===== config.mk =====
export PLATFORM = sky130hd
export DESIGN_NAME = store_write_buffer
export DESIGN_NICKNAME = d
export VERILOG_FILES = /design/src/rtl/wbuf_pkg.sv /design/src/rtl/wbuf_fifo.sv /design/src/rtl/store_write_buffer.sv
export SDC_FILE = /design/constraint.sdc
export NUM_CORES = 1
export LEC_CHECK = 0
export CAP_MARGIN = 30
export CELL_PAD_IN_SITES_DETAIL_PLACEMENT = 2
export CELL_PAD_IN_SITES_GLOBAL_PLACEMENT = 2
export CORE_ASPECT_RATIO = 0.6
export CORE_UTILIZATION = 40
export CTS_BUF_LIST = sky130_fd_sc_hd__clkbuf_2
export CTS_CLUSTER_SIZE = 25
export DETAILED_ROUTE_END_ITERATION = 10
export HOLD_SLACK_MARGIN = 0.15
export PLACE_DENSITY_LB_ADDON = 0.1
export SKIP_LAST_GASP = 1
export SLEW_MARGIN = 30
export SYNTH_ARGS = -nofsm -noshare
export SYNTH_HDL_FRONTEND = slang
export SYNTH_HIERARCHICAL = 1
export SYNTH_SLANG_ARGS = --single-unit
export TNS_END_PERCENT = 30

===== constraint.sdc =====
create_clock -name clk -period 8.72 [get_ports clk]
set_input_delay 1.744 -clock clk [delete_from_list [all_inputs] [get_ports clk]]
set_output_delay 1.744 -clock clk [all_outputs]
set_load 0.05 [all_outputs]

===== src/rtl/wbuf_pkg.sv =====
// ============================================================================
// Module      : wbuf_pkg
// Description : Shared types and constants for the store write buffer.
//               The forwarding path is compiled in with WBUF_FWD_EN.
// Revision    : 1.0 - initial release
// ============================================================================
`default_nettype none

package wbuf_pkg;

  // Default configuration of the buffer
  localparam int WBUF_DEPTH_DEF = 4;
  localparam int WBUF_AW_DEF    = 32;
  localparam int WBUF_DW_DEF    = 32;

  // Drain state machine encodings
  typedef enum logic [0:0] {
    IDLE    = 1'b0,
    PRESENT = 1'b1
  } drain_state_t;

  // One buffered store in the default configuration. The RTL keeps entries
  // as flat vectors laid out the same way {addr, data, strb} so that AW/DW
  // stay freely parameterisable.
  typedef struct packed {
    logic [WBUF_AW_DEF-1:0]   addr;
    logic [WBUF_DW_DEF-1:0]   data;
    logic [WBUF_DW_DEF/8-1:0] strb;
  } entry_t;

endpackage : wbuf_pkg

`default_nettype wire


===== src/rtl/wbuf_fifo.sv =====
// ============================================================================
// Module      : wbuf_fifo
// Description : Storage array, read/write pointers and occupancy counter for
//               the store write buffer. With WBUF_FWD_EN the whole array and
//               the read pointer are exported for load forwarding.
// Revision    : 1.0 - initial release
// ============================================================================
`default_nettype none

module wbuf_fifo
  import wbuf_pkg::*;
#(
  parameter int DEPTH = WBUF_DEPTH_DEF,
  parameter int W     = 64
) (
  input  logic                        clk,
  input  logic                        reset,
  input  logic                        enq,
  input  logic                        deq,
  input  logic [W-1:0]                wdata,
`ifdef WBUF_FWD_EN
  output logic [$clog2(DEPTH)-1:0]    rd_ptr,
  output logic [DEPTH-1:0][W-1:0]     slots,
`endif
  output logic [W-1:0]                peek,
  output logic [$clog2(DEPTH):0]      count,
  output logic [$clog2(DEPTH):0]      count_next,
  output logic                        full,
  output logic                        empty
);

  localparam int PW = $clog2(DEPTH);
  localparam int CW = PW + 1;

  logic [PW-1:0] rptr;
  logic [PW-1:0] wptr;
  logic [PW-1:0] rptr_adv;
  logic [W-1:0]  mem [DEPTH];

  assign count_next = count + CW'(enq) - CW'(deq);
  assign full       = (count == CW'(DEPTH));
  assign empty      = (count == '0);

  // Entry that becomes head after this edge's dequeue (if any)
  assign rptr_adv = rptr + PW'(deq);
  assign peek     = mem[rptr_adv];

  // Pointer and occupancy registers; pointers wrap naturally at DEPTH
  always_ff @(posedge clk) begin
    if (reset) begin
      rptr  <= '0;
      wptr  <= '0;
      count <= '0;
    end else begin
      if (enq) wptr <= wptr + PW'(1);
      if (deq) rptr <= rptr_adv;
      count <= count_next;
    end
  end

  // Store data array; contents are meaningless outside [rptr, rptr+count)
  always_ff @(posedge clk) begin
    if (enq) mem[wptr] <= wdata;
  end

`ifdef WBUF_FWD_EN
  assign rd_ptr = rptr;

  genvar g;
  generate
    for (g = 0; g < DEPTH; g++) begin : g_slots
      assign slots[g] = mem[g];
    end
  endgenerate
`endif

endmodule : wbuf_fifo

`default_nettype wire


===== src/rtl/store_write_buffer.sv =====
// ============================================================================
// Module      : store_write_buffer
// Description : Single-cycle store absorption between the CPU data port and
//               the memory/peripheral bus, drained with valid/ready.
//               Define WBUF_FWD_EN to merge buffered store bytes into loads.
// Revision    : 1.0 - initial release
// ============================================================================
`default_nettype none

module store_write_buffer
  import wbuf_pkg::*;
#(
  parameter int DEPTH = WBUF_DEPTH_DEF,
  parameter int AW    = WBUF_AW_DEF,
  parameter int DW    = WBUF_DW_DEF
) (
  input  logic                     clk,
  input  logic                     reset,
  input  logic                     cpu_we,
  input  logic [AW-1:0]            cpu_addr,
  input  logic [DW-1:0]            cpu_wdata,
  input  logic [DW/8-1:0]          cpu_wstrb,
  output logic [DW-1:0]            cpu_rdata,
  input  logic [DW-1:0]            mem_rdata,
  output logic                     bus_valid,
  input  logic                     bus_ready,
  output logic [AW-1:0]            bus_addr,
  output logic [DW-1:0]            bus_wdata,
  output logic [DW/8-1:0]          bus_wstrb,
  output logic                     full,
  output logic                     empty,
  output logic [$clog2(DEPTH):0]   count,
  output logic                     overflow
);

  localparam int PW = $clog2(DEPTH);
  localparam int CW = PW + 1;
  localparam int SW = DW / 8;
  localparam int WW = AW - 2;          // word-address width
  localparam int EW = WW + DW + SW;    // entry layout {word_addr, data, strb}

  logic          enq;
  logic          deq;
  logic [EW-1:0] in_entry;
  logic [EW-1:0] peek;
  logic [EW-1:0] head_next;
  logic [CW-1:0] count_next;
  logic [CW-1:0] remaining;
  logic          load_head;
  logic          unused_addr_lsb;

  drain_state_t  state;
  drain_state_t  state_next;

  logic [WW-1:0] head_addr;
  logic [DW-1:0] head_data;
  logic [SW-1:0] head_strb;

`ifdef WBUF_FWD_EN
  logic [PW-1:0]             rd_ptr;
  logic [DEPTH-1:0][EW-1:0]  slots;
  logic [PW-1:0]             fwd_idx;
  logic [DW-1:0]             fwd_data;
`endif

  // Byte offset never reaches the bus; stores are lane-aligned already
  assign unused_addr_lsb = ^cpu_addr[1:0];

  assign deq      = bus_valid && bus_ready;
  assign enq      = cpu_we && (!full || deq);
  assign in_entry = {cpu_addr[AW-1:2], cpu_wdata, cpu_wstrb};

  wbuf_fifo #(
    .DEPTH (DEPTH),
    .W     (EW)
  ) u_fifo (
    .clk        (clk),
    .reset      (reset),
    .enq        (enq),
    .deq        (deq),
    .wdata      (in_entry),
`ifdef WBUF_FWD_EN
    .rd_ptr     (rd_ptr),
    .slots      (slots),
`endif
    .peek       (peek),
    .count      (count),
    .count_next (count_next),
    .full       (full),
    .empty      (empty)
  );

  // When nothing older survives this edge, the new head is the incoming store
  assign remaining = count - CW'(deq);
  assign head_next = (remaining == '0) ? in_entry : peek;

  // Drain FSM next state
  always_comb begin
    state_next = state;
    case (state)
      IDLE:    if (count_next != '0) state_next = PRESENT;
      PRESENT: if (deq && (count_next == '0)) state_next = IDLE;
      default: state_next = IDLE;
    endcase
  end

  // Head registers reload on entering PRESENT or after each transfer
  assign load_head = (state_next == PRESENT) && ((state == IDLE) || deq);

  // Drain state and registered bus head
  always_ff @(posedge clk) begin
    if (reset) begin
      state     <= IDLE;
      head_addr <= '0;
      head_data <= '0;
      head_strb <= '0;
    end else begin
      state <= state_next;
      if (load_head) begin
        head_addr <= head_next[EW-1 -: WW];
        head_data <= head_next[SW +: DW];
        head_strb <= head_next[SW-1:0];
      end
    end
  end

  assign bus_valid = (state == PRESENT);
  assign bus_addr  = {head_addr, 2'b00};
  assign bus_wdata = head_data;
  assign bus_wstrb = head_strb;

  // Sticky drop indicator, cleared only by reset
  always_ff @(posedge clk) begin
    if (reset) begin
      overflow <= 1'b0;
    end else if (cpu_we && full && !deq) begin
      overflow <= 1'b1;
    end
  end

`ifdef WBUF_FWD_EN
  // Merge buffered bytes oldest to youngest so the youngest store wins
  always_comb begin
    fwd_data = mem_rdata;
    fwd_idx  = '0;
    for (int i = 0; i < DEPTH; i++) begin
      fwd_idx = rd_ptr + PW'(i);
      if ((CW'(i) < count) && (slots[fwd_idx][EW-1 -: WW] == cpu_addr[AW-1:2])) begin
        for (int b = 0; b < SW; b++) begin
          if (slots[fwd_idx][b]) fwd_data[8*b +: 8] = slots[fwd_idx][SW + 8*b +: 8];
        end
      end
    end
  end

  assign cpu_rdata = fwd_data;
`else
  assign cpu_rdata = mem_rdata;
`endif

endmodule : store_write_buffer

`default_nettype wire

==> key figures <==
Routing
  • Drt initial violations: 225
  • Wire per inst: 23.7 um
  • Via density: 5.22
  • DR vias: 6897
  • DRC violations left: 0
  • Final ANT Viol Nets: 0
  • Pre-antenna DRT Iters: 4
  • Routed met3 length: 1530 um
  • Routed met2 length: 14900 um
  • DRT Wirelength: 31300 um
  • Top Metal Used: met5
  • WL met1: 14300 um

Place
  • Worst slack, placed: 2490 ps
  • Port Buffers: 142
  • RD Place Congestion: 0.771
  • Dpl hpwl: 18300 um

Critical path
  • Reg2Reg Depth: 14
  • FF-to-FF End: bus_wdata[20]
  • WP data required: 9480 ps
  • Critical path class: input port to register
  • Critical path fanouts, max: 35
  • Setup crit end kind: register
  • Setup crit end: bus_wdata[20]
  • Setup crit start kind: input port
  • CP startpoint: bus_ready
  • CP arrival: 5810 ps
  • Reg2reg start: bus_valid
  • Flop2flop setup slack: 4630 ps

Floorplan
  • Core Rows: 51
  • Die Span X: 236 um
  • Core Box Area: 32400 sq um
  • Ports: 211
  • Die ar.: 33700 sq um
  • Starting Density: 40.7%
  • Die Height: 143 um

Timing
  • Fin Clk Skew: 48.8 ps
  • Period utilization: 57.9%
  • Final Hold Fails: 0
  • Slew HR: 42.8%
  • Final setup vio count: 0
  • Tmin final: 5050 ps
  • Hold_ws: 473 ps
  • Worst-margin pin slew: 858 ps
  • Fmax: 0.198 GHz
  • RSZ-0062 raised after global routing: no
  • Final worst setup slack: 3670 ps
  • Setup TNS: 0 ps
  • Max Slew Vio Count: 0

Layout
  • Area Overhead vs Synth: 18.8%
  • Util after Layout: 48.3%
  • Fillers: 2949
  • Share of post-route cells with drive strength above 1: 26.9%
  • Commonest non-fill, non-tap cell in the layout: edfxtp_1
  • Nets: 940
  • Highest-count cells in the layout ignoring fill and taps: 264 x edfxtp_1, 142 x clkdlybuf4s50_1, 135 x clkbuf_2

Clocking
  • Worst-skew pair later-pin latency: 890 ps
  • Post-CTS Repair Setup Buffers: 0
  • Clock sink total: 339
  • Resize count post-CTS: 0
  • H-tree Lvls: 3
  • CTS tree: yes
  • CTS Root Cell: clkbuf_2
  • # hold bufs at CTS: 0
  • Clk buf depth: 3
  • Total CTS buffers: 80
  • Clock transition at path regs: 90 ps

Global route
  • Initial antenna violation count: 3
  • GRT Residual Overflow: 0
  • GR Util All Layers: 19.1%
  • Vias in the first global route: 7868
  • Largest net degree at the start of global routing: 42
  • Global-route wire length before repair: 47800 um

Logic synthesis
  • Number of synthesized register bits: 339
  • Syn Inst Count: 658
  • Yosys cell types: 37
  • Register area share after synthesis: 71.5%
  • Mean post-synth cell area: 20.0 sq um
  • YS warnings: 6
  • Synthesized cell area: 13200 sq um

Status
  • Run status: finished clean

Pwr
  • PwrDens: 324 nW/um^2
  • Leakage power: 5.42 nW
  • Worst vdd ir: 0.163 mV

Run
  • Max-cap violations: 0

Hold path
  • Hold crit path type: register to register
## cell type report
type	count	area [sq um]	share of cell area [%]
Antenna cell	1	2.50	0.0160
Sequential cell	339	9430	60.2
Clock buffer	135	676	4.31
Tap cell	424	531	3.39
Timing Repair Buffer	157	1710	10.9
Clock inverter	15	82.6	0.527
Inverter	8	30.0	0.192
Multi-Input combinational cell	242	3200	20.5
## state kept, by name, indices dropped and copies added, names as in the netlist
signal and cells:
u_fifo/rptr 2, u_fifo/mem 264, overflow 1, head_addr 30, bus_valid 1, bus_wdata 32
u_fifo/wptr 2, u_fifo/count 3, bus_wstrb 4
## per-layer routing
layer / up-vias / global-route usage (%)
met5: - / 0
met4: 4 / 6.43
met3: 58 / 5.88
met2: 177 / 30.5
met1: 3635 / 25.0
li1: 3023 / -
## where the power goes
part | internal [W] | switching [W] | leakage, nW
Combinational | 0.000759 | 0.00114 | 1.78
Sequential | 0.00201 | 0.000112 | 3.04
Clock | 0.000431 | 0.000632 | 0.602
Total | 0.00320 | 0.00188 | 5.42
## logic make-up after synthesis
kind of cell / count (synthesis) / share of synthesized area (%)
AO/OA/AOI/OAI: 73 / 5.22
multiplexers: 134 / 16.4
buffers and inverters: 78 / 4.66
flip-flops: 339 / 71.5
AND/OR/NAND/NOR: 22 / 0.997
XOR/XNOR: 3 / 0.313
adder cells (fa/ha/maj): 8 / 0.816
other: 1 / 0.0284
## synthesized netlist by cell type
cell	n	area share [%]
a21bo_2	1	0.076
a21boi_0	1	0.057
a21oi_1	3	0.11
a31oi_1	1	0.047
and2_1	4	0.19
and2b_1	1	0.057
and3_4	1	0.085
buf_12	4	0.61
buf_2	10	0.38
buf_4	41	2.3
buf_6	7	0.60
buf_8	3	0.34
clkbuf_1	4	0.11
clkbuf_4	1	0.057
conb_1	1	0.028
dfxtp_1	75	11
edfxtp_1	264	60
fa_1	1	0.15
ha_1	7	0.66
inv_1	8	0.23
mux2i_1	68	5.2
mux4_2	66	11
nand2_1	1	0.028
nand2b_1	2	0.095
nand3b_1	1	0.057
nor2_1	6	0.17
nor2_2	1	0.047
nor2b_1	2	0.095
nor3_1	1	0.038
nor3_2	1	0.076
nor3b_1	1	0.057
o21ai_2	1	0.066
o2bb2ai_1	56	3.7
o2bb2ai_2	10	1.1
xnor2_1	1	0.066
xor2_1	1	0.066
xor3_1	1	0.18
## worst min path at each step
| stage | start | endpoint | slack (ps) | cells past startpoint |
|---|---|---|---|---|
| 2_1_floorplan | u_fifo/rptr[0] | u_fifo/rptr[0] | 460 | 2 |
| 3_3_place_gp | bus_wdata[30] | bus_wdata[30] | 450 | 1 |
| 3_5_place_dp | bus_wdata[23] | bus_wdata[23] | 450 | 1 |
| 4_1_cts | bus_wdata[23] | bus_wdata[23] | 480 | 1 |
| 5_1_grt | bus_wdata[29] | bus_wdata[29] | 490 | 1 |
| 6_report | bus_wdata[23] | bus_wdata[23] | 470 | 1 |
## metrics by stage
stage,power (W),area [sq um],cells
after detailed placement,0.00407,14900,1169
after floorplan,0.00352,13200,659
after global routing,0.00535,15700,1321
final,0.00508,15700,1321
after global placement,0.00394,14700,1161
after CTS,0.00517,15600,1319
## critical path, cell delays in order
cell	delay [ps]
clkdlybuf4s50_1	550
nand2_1	130
a21boi_1	560
inv_1	100
ha_1	310
inv_1	40
ha_1	190
fa_1	400
xor3_1	420
inv_1	60
nor3_2	150
and2b_1	270
nand2b_4	420
buf_16	300
o2bb2ai_1	120
(Power assumes the default switching activity.)
